### config.mk
export PLATFORM = sky130hd
export DESIGN_NAME = lighting_actuator_driver_flat
export DESIGN_NICKNAME = d
export VERILOG_FILES = /design/src/rtl/lighting_actuator_driver_if.sv /design/src/rtl/lighting_actuator_driver.sv /design/src/flat_wrapper.sv
export SDC_FILE = /design/constraint.sdc
export NUM_CORES = 1
export LEC_CHECK = 0
export BUFFER_PORTS_ARGS = -buffer_cell sky130_fd_sc_hd__buf_2
export CORE_MARGIN = 2
export CORE_UTILIZATION = 45
export CTS_BUF_LIST = sky130_fd_sc_hd__clkbuf_8 sky130_fd_sc_hd__clkbuf_16
export DETAILED_ROUTE_END_ITERATION = 8
export PLACE_DENSITY_LB_ADDON = 0.1
export SYNTH_ARGS = -nofsm -noshare
export SYNTH_HDL_FRONTEND = slang
export SYNTH_SLANG_ARGS = --single-unit
### constraint.sdc
create_clock -name clk -period 6.7 [get_ports clk]
set_input_delay 1.675 -clock clk [delete_from_list [all_inputs] [get_ports clk]]
set_output_delay 1.675 -clock clk [all_outputs]
set_load 0.01 [all_outputs]
### src/rtl/lighting_actuator_driver_if.sv
// Target handshake between the lighting controller and the actuator driver.
// The controller drives a lamp pattern and shade level; the driver answers with ready.
interface lighting_actuator_driver_if;
    logic        tgt_valid;
    logic        tgt_ready;
    logic [15:0] tgt_light;
    logic [3:0]  tgt_shade;

    modport master (
        output tgt_valid,
        output tgt_light,
        output tgt_shade,
        input  tgt_ready
    );

    modport slave (
        input  tgt_valid,
        input  tgt_light,
        input  tgt_shade,
        output tgt_ready
    );
endinterface

### src/rtl/lighting_actuator_driver.sv
// Moves lamp outputs and shade position toward a latched target, one lamp toggle
// and one shade step per step tick, then pulses done once the target is reached.
//
// state  | meaning
// IDLE   | ready for a new target, outputs hold the last applied state
// APPLY  | stepping lamps/shade toward the latched target on every tick
// DONE   | target reached, done pulses for one cycle
module lighting_actuator_driver #(
    parameter int STEP_CYCLES = 4,
    parameter int CNT_W       = 8
) (
    input  logic                        clk,
    input  logic                        rst_n,
    lighting_actuator_driver_if.slave   tgt,
    output logic [15:0]                 lamp_out,
    output logic [3:0]                  shade_pos,
    output logic                        motor_up,
    output logic                        motor_dn,
    output logic [4:0]                  lamp_cnt,
    output logic                        busy,
    output logic                        done
);
    typedef enum logic [1:0] {
        ST_IDLE,
        ST_APPLY,
        ST_DONE
    } state_t;

    localparam logic [CNT_W-1:0] TICK_CNT = CNT_W'(STEP_CYCLES - 1);

    state_t           state_q, state_d;
    logic [CNT_W-1:0] cnt_q, cnt_d;
    logic [15:0]      lamp_q, lamp_d;
    logic [3:0]       shade_q, shade_d;
    logic [15:0]      tgt_light_q, tgt_light_d;
    logic [3:0]       tgt_shade_q, tgt_shade_d;
    logic             ready_q, ready_d;
    logic             busy_q, busy_d;
    logic             done_q, done_d;
    logic             motor_up_q, motor_up_d;
    logic             motor_dn_q, motor_dn_d;

    logic [15:0]      lamp_diff;
    logic [15:0]      lamp_low_bit;

    // Isolate the lowest differing lamp so only one lamp switches per tick.
    assign lamp_diff    = lamp_q ^ tgt_light_q;
    assign lamp_low_bit = lamp_diff & (~lamp_diff + 16'd1);

    always_comb begin
        state_d     = state_q;
        cnt_d       = cnt_q;
        lamp_d      = lamp_q;
        shade_d     = shade_q;
        tgt_light_d = tgt_light_q;
        tgt_shade_d = tgt_shade_q;

        unique case (state_q)
            ST_IDLE: begin
                if (tgt.tgt_valid && ready_q) begin
                    tgt_light_d = tgt.tgt_light;
                    tgt_shade_d = tgt.tgt_shade;
                    cnt_d       = '0;
                    state_d     = ST_APPLY;
                end
            end
            ST_APPLY: begin
                if (lamp_q == tgt_light_q && shade_q == tgt_shade_q) begin
                    state_d = ST_DONE;
                end else if (cnt_q == TICK_CNT) begin
                    cnt_d  = '0;
                    lamp_d = lamp_q ^ lamp_low_bit;
                    if (shade_q < tgt_shade_q) begin
                        shade_d = shade_q + 4'd1;
                    end else if (shade_q > tgt_shade_q) begin
                        shade_d = shade_q - 4'd1;
                    end
                end else begin
                    cnt_d = cnt_q + CNT_W'(1);
                end
            end
            ST_DONE: begin
                state_d = ST_IDLE;
            end
            default: begin
                state_d = ST_IDLE;
            end
        endcase

        // Outputs are registered from the next-state view so they line up with the state.
        ready_d    = (state_d == ST_IDLE);
        busy_d     = (state_d != ST_IDLE);
        done_d     = (state_d == ST_DONE);
        motor_up_d = (state_d == ST_APPLY) && (shade_d < tgt_shade_d);
        motor_dn_d = (state_d == ST_APPLY) && (shade_d > tgt_shade_d);
    end

    always_ff @(posedge clk) begin
        if (!rst_n) begin
            state_q     <= ST_IDLE;
            cnt_q       <= '0;
            lamp_q      <= '0;
            shade_q     <= '0;
            tgt_light_q <= '0;
            tgt_shade_q <= '0;
            ready_q     <= 1'b1;
            busy_q      <= 1'b0;
            done_q      <= 1'b0;
            motor_up_q  <= 1'b0;
            motor_dn_q  <= 1'b0;
        end else begin
            state_q     <= state_d;
            cnt_q       <= cnt_d;
            lamp_q      <= lamp_d;
            shade_q     <= shade_d;
            tgt_light_q <= tgt_light_d;
            tgt_shade_q <= tgt_shade_d;
            ready_q     <= ready_d;
            busy_q      <= busy_d;
            done_q      <= done_d;
            motor_up_q  <= motor_up_d;
            motor_dn_q  <= motor_dn_d;
        end
    end

    assign tgt.tgt_ready = ready_q;
    assign lamp_out      = lamp_q;
    assign shade_pos     = shade_q;
    assign lamp_cnt      = 5'($countones(lamp_q));
    assign busy          = busy_q;
    assign done          = done_q;
    assign motor_up      = motor_up_q;
    assign motor_dn      = motor_dn_q;
endmodule

### src/flat_wrapper.sv
// flat-port wrapper written by rule: the top's interface ports become plain ports
module lighting_actuator_driver_flat 
#(
    parameter int STEP_CYCLES = 4,
    parameter int CNT_W       = 8
)
  (clk, rst_n, lamp_out, shade_pos, motor_up, motor_dn, lamp_cnt, busy, done, tgt_tgt_valid, tgt_tgt_light, tgt_tgt_shade, tgt_tgt_ready);
  lighting_actuator_driver_if tgt_i ();
  input  logic clk;
  input  logic rst_n;
  output logic [15:0] lamp_out;
  output logic [3:0] shade_pos;
  output logic motor_up;
  output logic motor_dn;
  output logic [4:0] lamp_cnt;
  output logic busy;
  output logic done;
  input wire logic [$bits(tgt_i.tgt_valid)-1:0] tgt_tgt_valid;
  input wire logic [$bits(tgt_i.tgt_light)-1:0] tgt_tgt_light;
  input wire logic [$bits(tgt_i.tgt_shade)-1:0] tgt_tgt_shade;
  output wire logic [$bits(tgt_i.tgt_ready)-1:0] tgt_tgt_ready;
  assign tgt_i.tgt_valid = tgt_tgt_valid;
  assign tgt_i.tgt_light = tgt_tgt_light;
  assign tgt_i.tgt_shade = tgt_tgt_shade;
  assign tgt_tgt_ready = tgt_i.tgt_ready;
  lighting_actuator_driver #(.STEP_CYCLES(STEP_CYCLES), .CNT_W(CNT_W)) u_core (.clk(clk), .rst_n(rst_n), .tgt(tgt_i), .lamp_out(lamp_out), .shade_pos(shade_pos), .motor_up(motor_up), .motor_dn(motor_dn), .lamp_cnt(lamp_cnt), .busy(busy), .done(done));
endmodule
### After elaboration in Yosys (flattened, before gate mapping)

Cells that the tools add are included.

* $add $sub $neg: 19
* magnitude comparators: 4
* eq/ne operators: 8
* muxes and demuxes: 14
* bitwise logic cells: 5
* reductions and logical operators: 11

Operator list (number)
* $add 5x5->5: 7
* $xor 16x16->16: 2
* $mux 4: 7
* $mux 8: 3
* $add 1x1->2: 8
* $add 16x1->16 const B: 1
* $and 16x16->16: 1
* $eq 16x16->1: 1
* $not 16->16: 1
* $pmux 8 s2: 1
* $add 8x1->8 const B: 1
* $eq 8x2->1 const B: 1
* $gt 4x4->1: 2
* $lt 4x4->1: 2
* $reduce_and 3->1: 2
* $add 4x1->4 const B: 1
* $eq 2x1->1 const B: 2
* $eq 4x4->1: 1
* $logic_and 1x1->1: 4
* $logic_not 2->1: 2
* $mux 2: 2
* $pmux 2 s2: 1
* $reduce_bool 2->1: 2
* $sub 4x1->4 const B: 1
* 5 further kinds: 5

* register bits: 55
* bits of input ports: 23
* output and inout port bits: 30
* logic and storage cells: 72

### Logic depth before layout (Yosys ltp)

* depth after elaboration: 8
* depth in mapped cells: 14
* gate-level depth less buffers: 13

### Worst setup path after synthesis

No wires, ideal clock.

* path kind: register -> output
* start point: register (tool-made name)
* end point: output lamp_cnt[3]
* data arrival time: 3649 ps
* required time: 5025 ps
* path slack: 1376 ps
* stages on the path, launching flop included: 13
* buffers on the path: 0
* cells stage by stage: dfxtp_1 -> ha_1 -> inv_1 -> fa_1 -> fa_1 -> inv_1 -> fa_1 -> inv_1 -> fa_1 -> inv_1 -> ha_1 -> fa_1 -> xor2_1

RTL lines
* to (decl): line flat_wrapper.sv:15 `output logic [4:0] lamp_cnt;`

==> flow_summary.json <==
{
  "whs_path_depth": 2,
  "timing.critical_path.mode_cell": "fa_1",
  "final_max_slew_viol_count": 0,
  "yosysWarnings": 0,
  "place_congestion": 0.764,
  "layout_common_cells": "dfxtp_1, nand2_1, buf_2, a21oi_1, inv_1",
  "r2r.worst_path.cells": 13,
  "drt_iter0_markers": 139,
  "fin_util_pct": 53.0,
  "ys_types": 54,
  "drt_wl_total_um": 6960,
  "grt_max_degree": 37,
  "synth_edf_count": 0,
  "drc_errors": 0,
  "clk_path_buf_depth": 2,
  "relSlewSlack_pct": 45.2,
  "antenna_left": 0,
  "cts_htree_levels": 2,
  "core_area_um2": 6870,
  "netlist_area_um2": 3230,
  "fin_crit_sh_pct": 86.6,
  "hold_viol": 0,
  "crit_path_cell_trace": "ha_1 > inv_1 > fa_1 > fa_1 > inv_1 > fa_1 > inv_1 > fa_1 > inv_1 > ha_1 > fa_1 > xor2_1 > buf_2",
  "cts-root-buf": "clkbuf_8",
  "yosysSeqAreaShare_pct": 34.1,
  "irDropWorstVdd_mv": 0.109,
  "diodes": 0,
  "grt_pass1_wl_um": 11800,
  "syn_to_final_growth_pct": 12.9,
  "fin_skew_ps": 4.85,
  "status": "complete, no violations",
  "dp_hpwl_um": 5310,
  "crit_slowest_cell": "fa_1",
  "tns_ps": 0,
  "endpoint_kind": "output pin",
  "clk_latency_ps": 300,
  "first_pass_iters": 5,
  "drive_gt1_share_pct": 17.8,
  "die_area_um2": 7860,
  "vias": 2606,
  "rows": 30,
  "grt_pass1_vias": 2483,
  "start_kind": "flip-flop",
  "min_path_type": "reg -> reg",
  "p_leak_nw": 1.73,
  "finalCriticalPeriod_ps": 5800,
  "rsz0062_at_grt": "false",
  "die_h_um": 88.7,
  "r2r_start": "u_core.shade_pos[0]",
  "cts_setup_buffers": 0,
  "critPathRequiredTime_ps": 5030,
  "cts_buffers": 5,
  "holdCritStartpoint": "u_core.tgt_light_q[9]",
  "max_freq_mhz": 172,
  "synth-seq-cells": 55,
  "final_common_cell": "dfxtp_1",
  "syn_avg_cell_area_um2": 8.91,
  "overflow": 0,
  "synthArstFlopShare_pct": 0,
  "postPlaceCellArea_um2": 3560,
  "track_usage_pct": 19.1,
  "synth_cells": 362,
  "hold_slack_ps": 490,
  "finalNonFillerCells": 505,
  "wire_per_inst_um": 13.8,
  "num-fill-cells": 682,
  "antenna_found_initial": 0,
  "ioPinCount": 53,
  "synthFlopType": "dfxtp_1",
  "clkSinkCount": 55,
  "drv_cap": 0,
  "start_util_pct": 47.0,
  "cp_slowest_stage_delay_ps": 560,
  "r2r_setup_slack_ps": 2840,
  "setup_violations": 0,
  "crit_type": "reg -> out",
  "portBuffers": 52,
  "cp_max_fo": 4,
  "syn-num-nets": 420,
  "clk_pin_slew_worst_paths_ps": 100,
  "r2r_end": "u_core.motor_dn",
  "dp.cells": 497,
  "nNetsFinal": 466,
  "tightest_slew_ps": 822,
  "critPathArrivalTime_ps": 4120,
  "postCtsHoldBufs": 0,
  "cts_tree": "done",
  "viasPerCell": 5.16,
  "die_w_um": 88.7,
  "final_area_um2": 3640,
  "cts_resized": 0,
  "powerDensity_nw_per_um2": 189
}
-- final cells by class --
class                      instances  area (µm²)  share of cell area (%)
multi-input combinational        266        1970                    54.0
sequential                        55        1100                    30.2
timing repair buffer              54         275                    7.56
tap                               96         120                    3.30
inverter                          26        97.6                    2.68
clock buffer                       5        68.8                    1.89
clock inverter                     3        12.5                   0.344
-- cells in the mapped netlist (all sizes together) (4+ instances only) --
master,instances,area [µm²]
dfxtp,55,1100
nand2,53,199
a21oi,36,180
inv,25,93.8
ha,24,300
nor2,17,63.8
o21ai,12,63.8
xor2,12,113
clkbuf,11,41.3
fa,11,220
mux2i,11,110
nand4,8,77.6
nor3,8,51.3
xnor2,8,70.1
nand3,7,35.0
and2,6,37.5
a21o,4,30.0
and3,4,25.0
buf,4,25.0
o211ai,4,30.0
or3,4,25.0
-- worst max path at each step --
| stage | startpoint | endpoint | slack, ps | cells after the start |
|---|---|---|---|---|
| 2_1_floorplan | flip-flop | lamp_cnt[3] | 1380 | 12 |
| 3_3_place_gp | flip-flop | lamp_cnt[3] | 1290 | 13 |
| 3_5_place_dp | flip-flop | lamp_cnt[3] | 1240 | 13 |
| 4_1_cts | flip-flop | lamp_cnt[3] | 870 | 13 |
| 5_1_grt | flip-flop | lamp_cnt[3] | 630 | 13 |
| 6_report | flip-flop | lamp_cnt[3] | 900 | 13 |
-- metrics by stage --
stage                     total power [mW]  setup slack [ps]
after global placement               0.519              1290
after floorplan                      0.484              1380
final                                0.689               900
after detailed placement             0.522              1240
after global routing                 0.733               629
after CTS                            0.699               872
-- routing by layer --
layer / GRT usage (%) / vias up / share of wire [%]
li1: - / 1349 / -
met1: 25.8 / 1207 / 50
met2: 31.1 / 43 / 45
met3: 4.29 / 7 / 3.4
met4: 4.96 / 0 / 1.1
met5: 0 / - / 0
-- worst max-delay path, delay by kind of cell (launching register included) --
family                     cells  cell delay (ps)
adders and majority gates      7             2900
DFF                            1              410
buffers and inverters          5              340
xor gates and xnor gates       1              160
-- report_power, final --
part	internal, mW	switching (mW)
sequential	0.343	0.0132
combinational	0.0564	0.101
clock	0.0708	0.104
total	0.470	0.218
-- cell families (layout without fill, tap and decap cells) --
| family | Yosys count | in the layout | synth area share [%] |
|---|---|---|---|
| AND/OR/NAND/NOR | 122 | 122 | 19.9 |
| AO/OA/AOI/OAI | 78 | 78 | 15.7 |
| flip-flops | 55 | 55 | 34.1 |
| buffers and inverters | 41 | 88 | 5.08 |
| adder cells (fa/ha/maj) | 35 | 35 | 16.1 |
| XOR/XNOR | 20 | 20 | 5.66 |
| multiplexers | 11 | 11 | 3.41 |
Power figures use the tool's default switching activity.
